`config.mk`:
```
export PLATFORM = sky130hd
export DESIGN_NAME = des_round_engine
export DESIGN_NICKNAME = d
export VERILOG_FILES = /design/src/rtl/des_round_engine.sv
export SDC_FILE = /design/constraint.sdc
export NUM_CORES = 1
export LEC_CHECK = 0
export CAP_MARGIN = 20
export CORE_MARGIN = 3
export CORE_UTILIZATION = 60
export DETAILED_ROUTE_END_ITERATION = 16
export HOLD_SLACK_MARGIN = 0.02
export PLACE_DENSITY = 0.91
export RECOVER_POWER = 25
export SETUP_SLACK_MARGIN = 0.2
export SLEW_MARGIN = 30
export SYNTH_ARGS = -nofsm -noshare
export SYNTH_HDL_FRONTEND = slang
export SYNTH_SLANG_ARGS = --single-unit
```
`constraint.sdc`:
```
create_clock -name clk -period 4.85 [get_ports clk]
set_input_delay 0.97 -clock clk [delete_from_list [all_inputs] [get_ports clk]]
set_output_delay 0.97 -clock clk [all_outputs]
set_load 0.02 [all_outputs]
```
`src/rtl/des_round_engine.sv`:
```
// des_round_engine: iterative DES Feistel datapath. A block is latched in
// IDLE, RPC rounds are applied per RUN cycle using subkeys supplied by an
// external key schedule (indexed through key_idx), and the result is held
// in DONE until the consumer takes it.
module des_round_engine #(
    parameter int ROUNDS = 16,
    parameter int RPC    = 1,
    parameter int USE_IP = 1
) (
    input  logic              clk,
    input  logic              rst,
    input  logic              in_valid,
    output logic              in_ready,
    input  logic [63:0]       in_block,
    input  logic              in_decrypt,
    output logic [3:0]        key_idx,
    input  logic [48*RPC-1:0] subkey,
    output logic              out_valid,
    input  logic              out_ready,
    output logic [63:0]       out_block,
    output logic              busy
);

    // S-boxes S1..S8; entry (row*16+col) is the nibble at position
    // row*16+col counted from the most significant end.
    localparam logic [255:0] S_TAB [8] = '{
        256'hE4D12FB83A6C5907_0F74E2D1A6CB9538_41E8D62BFC973A50_FC8249175B3EA06D,
        256'hF18E6B34972DC05A_3D47F28EC01A69B5_0E7BA4D158C6932F_D8A13F42B67C05E9,
        256'hA09E63F51DC7B428_D70934A6285ECBF1_D6498F30B12C5AE7_1AD069874FE3B52C,
        256'h7DE3069A1285BC4F_D8B56F03472C1AE9_A690CB7DF13E5284_3F06A1D8945BC72E,
        256'h2C417AB6853FD0E9_EB2C47D150FA3986_421BAD78F9C5630E_B8C71E2D6F09A453,
        256'hC1AF92680D34E75B_AF427C9561DE0B38_9EF528C3704A1DB6_432C95FABE17608D,
        256'h4B2EF08D3C975A61_D0B7491AE35C2F86_14BDC37EAF680592_6BD814A7950FE23C,
        256'hD2846FB1A93E50C7_1FD8A374C56B0E92_7B419CE206ADF358_21E74A8DFC90356B
    };

    // P permutation, DES bit numbering (1 = MSB).
    localparam int P_TAB [32] = '{16, 7, 20, 21, 29, 12, 28, 17, 1, 15, 23, 26, 5, 18, 31, 10,
                                  2, 8, 24, 14, 32, 27, 3, 9, 19, 13, 30, 6, 22, 11, 4, 25};

    localparam logic [4:0] RPC5    = 5'(RPC);
    localparam logic [4:0] ROUNDS5 = 5'(ROUNDS);

    // IP has a regular structure: output row r, column c takes DES bit
    // 8*(7-c) + base(r), with base = 2,4,6,8,1,3,5,7.
    function automatic int ip_src(input int p);
        int r;
        int c;
        r = p / 8;
        c = p % 8;
        return 8 * (7 - c) + ((r < 4) ? (2 * r + 2) : (2 * (r - 4) + 1));
    endfunction

    function automatic logic [63:0] ip_perm(input logic [63:0] x);
        logic [63:0] y;
        for (int p = 0; p < 64; p++) y[63-p] = x[64-ip_src(p)];
        return y;
    endfunction

    // IP^-1 is the scatter form of the same index map.
    function automatic logic [63:0] fp_perm(input logic [63:0] y);
        logic [63:0] x;
        for (int p = 0; p < 64; p++) x[64-ip_src(p)] = y[63-p];
        return x;
    endfunction

    // E expansion: group g takes bits 4g..4g+5 (1-based, wrapping 0->32, 33->1).
    function automatic logic [47:0] e_expand(input logic [31:0] r);
        logic [47:0] e;
        for (int p = 0; p < 48; p++) e[47-p] = r[32-(((4 * (p / 6) + (p % 6) - 1 + 32) % 32) + 1)];
        return e;
    endfunction

    function automatic logic [3:0] sbox(input int n, input logic [5:0] b);
        logic [5:0] sel;
        sel = 6'd63 - {b[5], b[0], b[4:1]};
        return S_TAB[n][{sel, 2'b00} +: 4];
    endfunction

    function automatic logic [31:0] f_func(input logic [31:0] r, input logic [47:0] k);
        logic [47:0] x;
        logic [31:0] s;
        logic [31:0] y;
        x = e_expand(r) ^ k;
        for (int n = 0; n < 8; n++) s[31-4*n -: 4] = sbox(n, x[47-6*n -: 6]);
        for (int p = 0; p < 32; p++) y[31-p] = s[32-P_TAB[p]];
        return y;
    endfunction

    typedef enum logic [1:0] {
        IDLE = 2'd0,
        RUN  = 2'd1,
        DONE = 2'd2
    } state_t;

    state_t      r_state;
    state_t      w_next;
    logic [31:0] r_l;
    logic [31:0] r_r;
    logic [4:0]  r_rc;
    logic        r_dec;
    logic [63:0] r_out;
    logic [63:0] w_in;
    logic [63:0] w_out;
    logic        w_last;
    logic [3:0]  w_key_idx;
    logic [31:0] w_l [RPC+1];
    logic [31:0] w_r [RPC+1];

    // Unrolled Feistel chain: RPC rounds evaluated combinationally per cycle.
    assign w_l[0] = r_l;
    assign w_r[0] = r_r;
    for (genvar j = 0; j < RPC; j++) begin : g_round
        assign w_l[j+1] = w_r[j];
        assign w_r[j+1] = w_l[j] ^ f_func(w_r[j], subkey[48*j +: 48]);
    end

    // Optional initial/final permutation; output takes R||L (last swap undone).
    if (USE_IP != 0) begin : g_ip
        assign w_in  = ip_perm(in_block);
        assign w_out = fp_perm({w_r[RPC], w_l[RPC]});
    end else begin : g_raw
        assign w_in  = in_block;
        assign w_out = {w_r[RPC], w_l[RPC]};
    end

    assign w_last = ((r_rc + RPC5) == ROUNDS5);

    // Next-state decode of the IDLE/RUN/DONE handshake sequencer.
    always_comb begin
        w_next = r_state;
        case (r_state)
            IDLE:    if (in_valid) w_next = RUN;  else w_next = IDLE;
            RUN:     if (w_last)   w_next = DONE; else w_next = RUN;
            DONE:    if (out_ready) w_next = IDLE; else w_next = DONE;
            default: w_next = IDLE;
        endcase
    end

    // State register; reset discards any block in flight.
    always_ff @(posedge clk or negedge rst) begin
        if (!rst) r_state <= IDLE;
        else      r_state <= w_next;
    end

    // Datapath: latch block on accept, advance rounds in RUN, capture result on the last step.
    always_ff @(posedge clk or negedge rst) begin
        if (!rst) begin
            r_l   <= 32'd0;
            r_r   <= 32'd0;
            r_rc  <= 5'd0;
            r_dec <= 1'b0;
            r_out <= 64'd0;
        end else begin
            case (r_state)
                IDLE: begin
                    if (in_valid) begin
                        r_l   <= w_in[63:32];
                        r_r   <= w_in[31:0];
                        r_dec <= in_decrypt;
                        r_rc  <= 5'd0;
                    end
                end
                RUN: begin
                    r_l  <= w_l[RPC];
                    r_r  <= w_r[RPC];
                    r_rc <= r_rc + RPC5;
                    if (w_last) r_out <= w_out;
                end
                default: begin
                end
            endcase
        end
    end

    // Subkey index for the first round of this cycle; parked at 0 outside RUN.
    always_comb begin
        w_key_idx = 4'd0;
        if (r_state == RUN) begin
            if (r_dec) w_key_idx = 4'd15 - r_rc[3:0];
            else       w_key_idx = r_rc[3:0];
        end else begin
            w_key_idx = 4'd0;
        end
    end

    assign key_idx   = w_key_idx;
    assign in_ready  = (r_state == IDLE);
    assign out_valid = (r_state == DONE);
    assign busy      = (r_state != IDLE);
    assign out_block = r_out;

endmodule

```
==> summary.md <==
The tools report the largest vdd supply drop as 0.434 mV. Pin placement for this block handled 188 I/O pins. For the area occupied by multi-input gates, the log shows 0.00766 sq mm. In this run the standard cell core region covers 0.0189 sq mm. The maximum net fanout on the critical path is 12, and the synthesized area is 0.0117 sq mm. 0 antenna diodes ended up in the layout.

The remaining design rule violation count came out at 0. Kind of critical path: primary input to flop. In the synthesized netlist, the cells that appear most often are dfrtp_1 (136), o21ai_0 (116), a21oi_1 (102). The final cycle utilization of the critical path was 0.803; the total number of nets in the final design was 1608. Walking the worst path, the cells encountered are clkdlybuf4s50_1 -> xor2_1 -> inv_1 -> ha_1 -> nor2_1 -> mux2_2 -> mux2i_1 -> mux4_2 -> xor2_1 -> mux2_2. The largest individual stage delay along the critical path comes from the cell xor2_1. Count of max-cap constraint violations: 1. The share of flip-flops with an asynchronous set or reset is 1.00. STA classifies the critical path endpoint as a flop.

The logs give 0 for the antenna violation net count after detailed routing and 0 for the number of buffers added to fix hold violations after cts. The proportion of synthesized chip area in sequential cells was 0.292. TritonCTS built the clock tree. Between clock sinks in the finished design, the worst skew comes to 9.56 ps. The site row count is 50, and the initial detailed-routing violation count is 1483.

The net count after synthesis was 1465. Entering global routing, the biggest net connects 102 pins. The flip-flop and latch count after synthesis works out to 136.

The tools report the total number of yosys warnings as 0. Relative to the synthesized area, the layout overhead comes to 22.7%. The die covers 0.0211 sq mm. The most common cell in the synthesized netlist is dfrtp_1.

From left edge to right edge, the die measures 145 um. The count of flip-flops with a built-in enable after synthesis came out at 0. For the clock latency of the later-clocked register in the worst-skew pair, the log shows 430 ps.

The clock-pin slew on the worst setup and hold paths is 70 ps, and the number of standard cells after synthesis is 1284. For this run, the slowest stage of the critical path takes 690 ps. For the data arrival time at the worst-slack endpoint, the log shows 4210 ps. The die is 145 um tall.

For this design the ratio of total power to cell area is 917 mW/mm^2. The count of buffers added on input and output ports is 187. Summed over all failing endpoints, the final setup total negative slack is 0 ps. In this run, post-CTS repair resized a total of 0 instances. For the pin with the worst max-slew slack, the measured transition is 2640 ps. Counting every sink on the clock net gives 136.

The remaining max-slew budget at the tightest pin is -0.759. Dividing the synthesized area by the synthesized cell count gives 9.07 sq um. Post-CTS timing repair inserted 0 buffers for setup.

Summed over all cells, the static leakage comes to 5.99 nW. The number of library cell types mapped by synthesis was 69. The largest total area in the synthesized netlist belongs to dfrtp_1. The logs give 5170 ps for the required time of the worst setup path and 10800 for the number of global-route vias before repair. The run gives 0 as the initial antenna violation count.

The run gives 0.341 as the overall fraction of global-route tracks in use. Across the whole layout, storage elements account for 0.00340 sq mm. The flow ran to the end, but the final reports show violations. The fraction of layout cells with a size suffix above 1 works out to 0.117.

In this run the deepest clock path goes through 2 buffers. Final routed wirelength across all metal layers: 36900 um. Sorting the synthesized cells by area gives the leading types as dfrtp_1 (29%), ha_1 (6.9%), xnor2_1 (5.0%). The tree is rooted in a clkbuf_16. STA classifies the critical path startpoint as a primary input. The run gives 25300 um as the final HPWL from detailed placement. In this run the register-to-register setup slack is 1420 ps.

The type of the worst min-delay path was flop to flop. The routed via count divided by cell count was 6.54. The final route contains 11100 vias. Setup repair after global routing left no endpoint under its margin.

Hold timing on the final database bottoms out at a slack of 480 ps. Setup violations remaining at the end of the flow were counted as 0. The checks that failed: capacitance limit, slew limit. The area share of the largest cell type after synthesis came out at 0.292. The most used flip-flop cell after synthesis is dfrtp_1. The clock tree synthesis step divided the H-tree into 4 levels. For the fmax, the log shows 257 MHz. Counting the fill cells in the layout gives 1305. For the first-pass detailed-route iteration total, the log shows 6. The routed length per placed instance is 21.7 um, and the initial standard-cell utilization of the core is 0.617. The number of pins exceeding their max-slew limit in the final report was 102. The tools report the first-pass GRT wire length as 58600 um. Global routing finished with a remaining overflow of 0. The final number of hold-violating endpoints is 0, and the minimum clock period after layout is 3890 ps. The CTS buffer count came out at 17. The weighted congestion at the end of routability-driven global placement came out at 0.961.
## flip-flops by register name, indices dropped and copies added, names as in the netlist
| name | cells |
|---|---|
| out_block | 64 |
| r_l | 32 |
| r_r | 32 |
| r_rc | 5 |
| r_state | 2 |
| r_dec | 1 |
## layout make-up
type	instances	area share
sequential	136	0.238
multi-input combinational	1011	0.536
timing repair buffer	218	0.148
clock inverter	14	0.0148
tap	260	0.0227
clock buffer	18	0.0300
inverter	43	0.0113
## worst max-delay path, delay by kind of cell
family / cells / cell delay [ps]
fa+ha+maj: 1 / 300
mux: 4 / 1030
simple gates: 1 / 220
xor+xnor: 2 / 860
buf+inv: 2 / 840
## where the power goes
| part | switching, mW | internal (mW) |
|---|---|---|
| combinational | 5.23 | 3.92 |
| clock | 0.568 | 0.877 |
| sequential | 0.753 | 1.77 |
| total | 6.55 | 6.56 |
## worst paths after layout
path	start	endpoint	cells past startpoint
worst min-delay path	out_block[58]	out_block[58]	2
worst max-delay path	subkey[19]	out_block[44]	10
worst min register to register	out_block[58]	out_block[58]	2
max in group asynchronous	rst	r_r[3]	2
worst max register to register	r_r[12]	out_block[44]	9
min in group asynchronous	rst	out_block[26]	1
## layer usage
metal	up-vias	track usage	share of wire
li1	4939	-	-
met5	-	0	0
met1	5440	0.470	0.41
met2	647	0.543	0.47
met4	0	0.118	0.030
met3	100	0.0654	0.093
## layout by cell type, fill, tap and decap left out, types with 7 or more instances in the layout
| master | netlist | layout |
|---|---|---|
| mux4_2 | 22 | 22 |
| nor2_1 | 64 | 63 |
| a22oi_1 | 34 | 34 |
| a21oi_1 | 102 | 102 |
| dfrtp_1 | 136 | 136 |
| o211ai_1 | 18 | 18 |
| nor2b_1 | 34 | 32 |
| nand3_1 | 43 | 43 |
| ha_1 | 64 | 64 |
| o2111ai_1 | 10 | 10 |
| mux2i_1 | 41 | 41 |
| xnor2_2 | 8 | 10 |
| a211oi_1 | 14 | 14 |
| mux2_2 | 43 | 43 |
| nand2_1 | 92 | 91 |
| inv_2 | 7 | 7 |
| inv_1 | 36 | 36 |
| and3_1 | 22 | 22 |
| buf_4 | 8 | 30 |
| a311oi_1 | 11 | 11 |
| xor2_1 | 49 | 47 |
| clkdlybuf4s50_1 | 0 | 186 |
| xor2_2 | 8 | 10 |
| xnor2_1 | 67 | 65 |
| nor3_1 | 27 | 27 |
| o21ai_0 | 116 | 116 |
| o311ai_0 | 8 | 8 |
| clkbuf_16 | 0 | 17 |
| a31oi_1 | 17 | 17 |
## cell families after synthesis
kind of cell,after synthesis,share of synthesized area
buffers and inverters,137,0.0558
muxes,109,0.126
DFF,136,0.292
AOI/OAI and AO/OA,390,0.209
adders and majority gates,64,0.0687
xor gates and xnor gates,137,0.121
and+or+nand+nor,311,0.127
## through the flow
step | power, mW | instance area, sq um | setup WS [ps] | utilization | instances
floorplan | 8.87 | 11700 | 1520 | - | 1284
global placement | 11.1 | 13600 | 690 | 0.721 | 1668
detailed placement | 11.4 | 13700 | 625 | 0.723 | 1668
CTS | 12.9 | 14300 | 1030 | 0.756 | 1700
global route | 14.0 | 14300 | 812 | 0.757 | 1700
finish | 13.1 | 14300 | 958 | 0.757 | 1700
(Power assumes the default switching activity.)
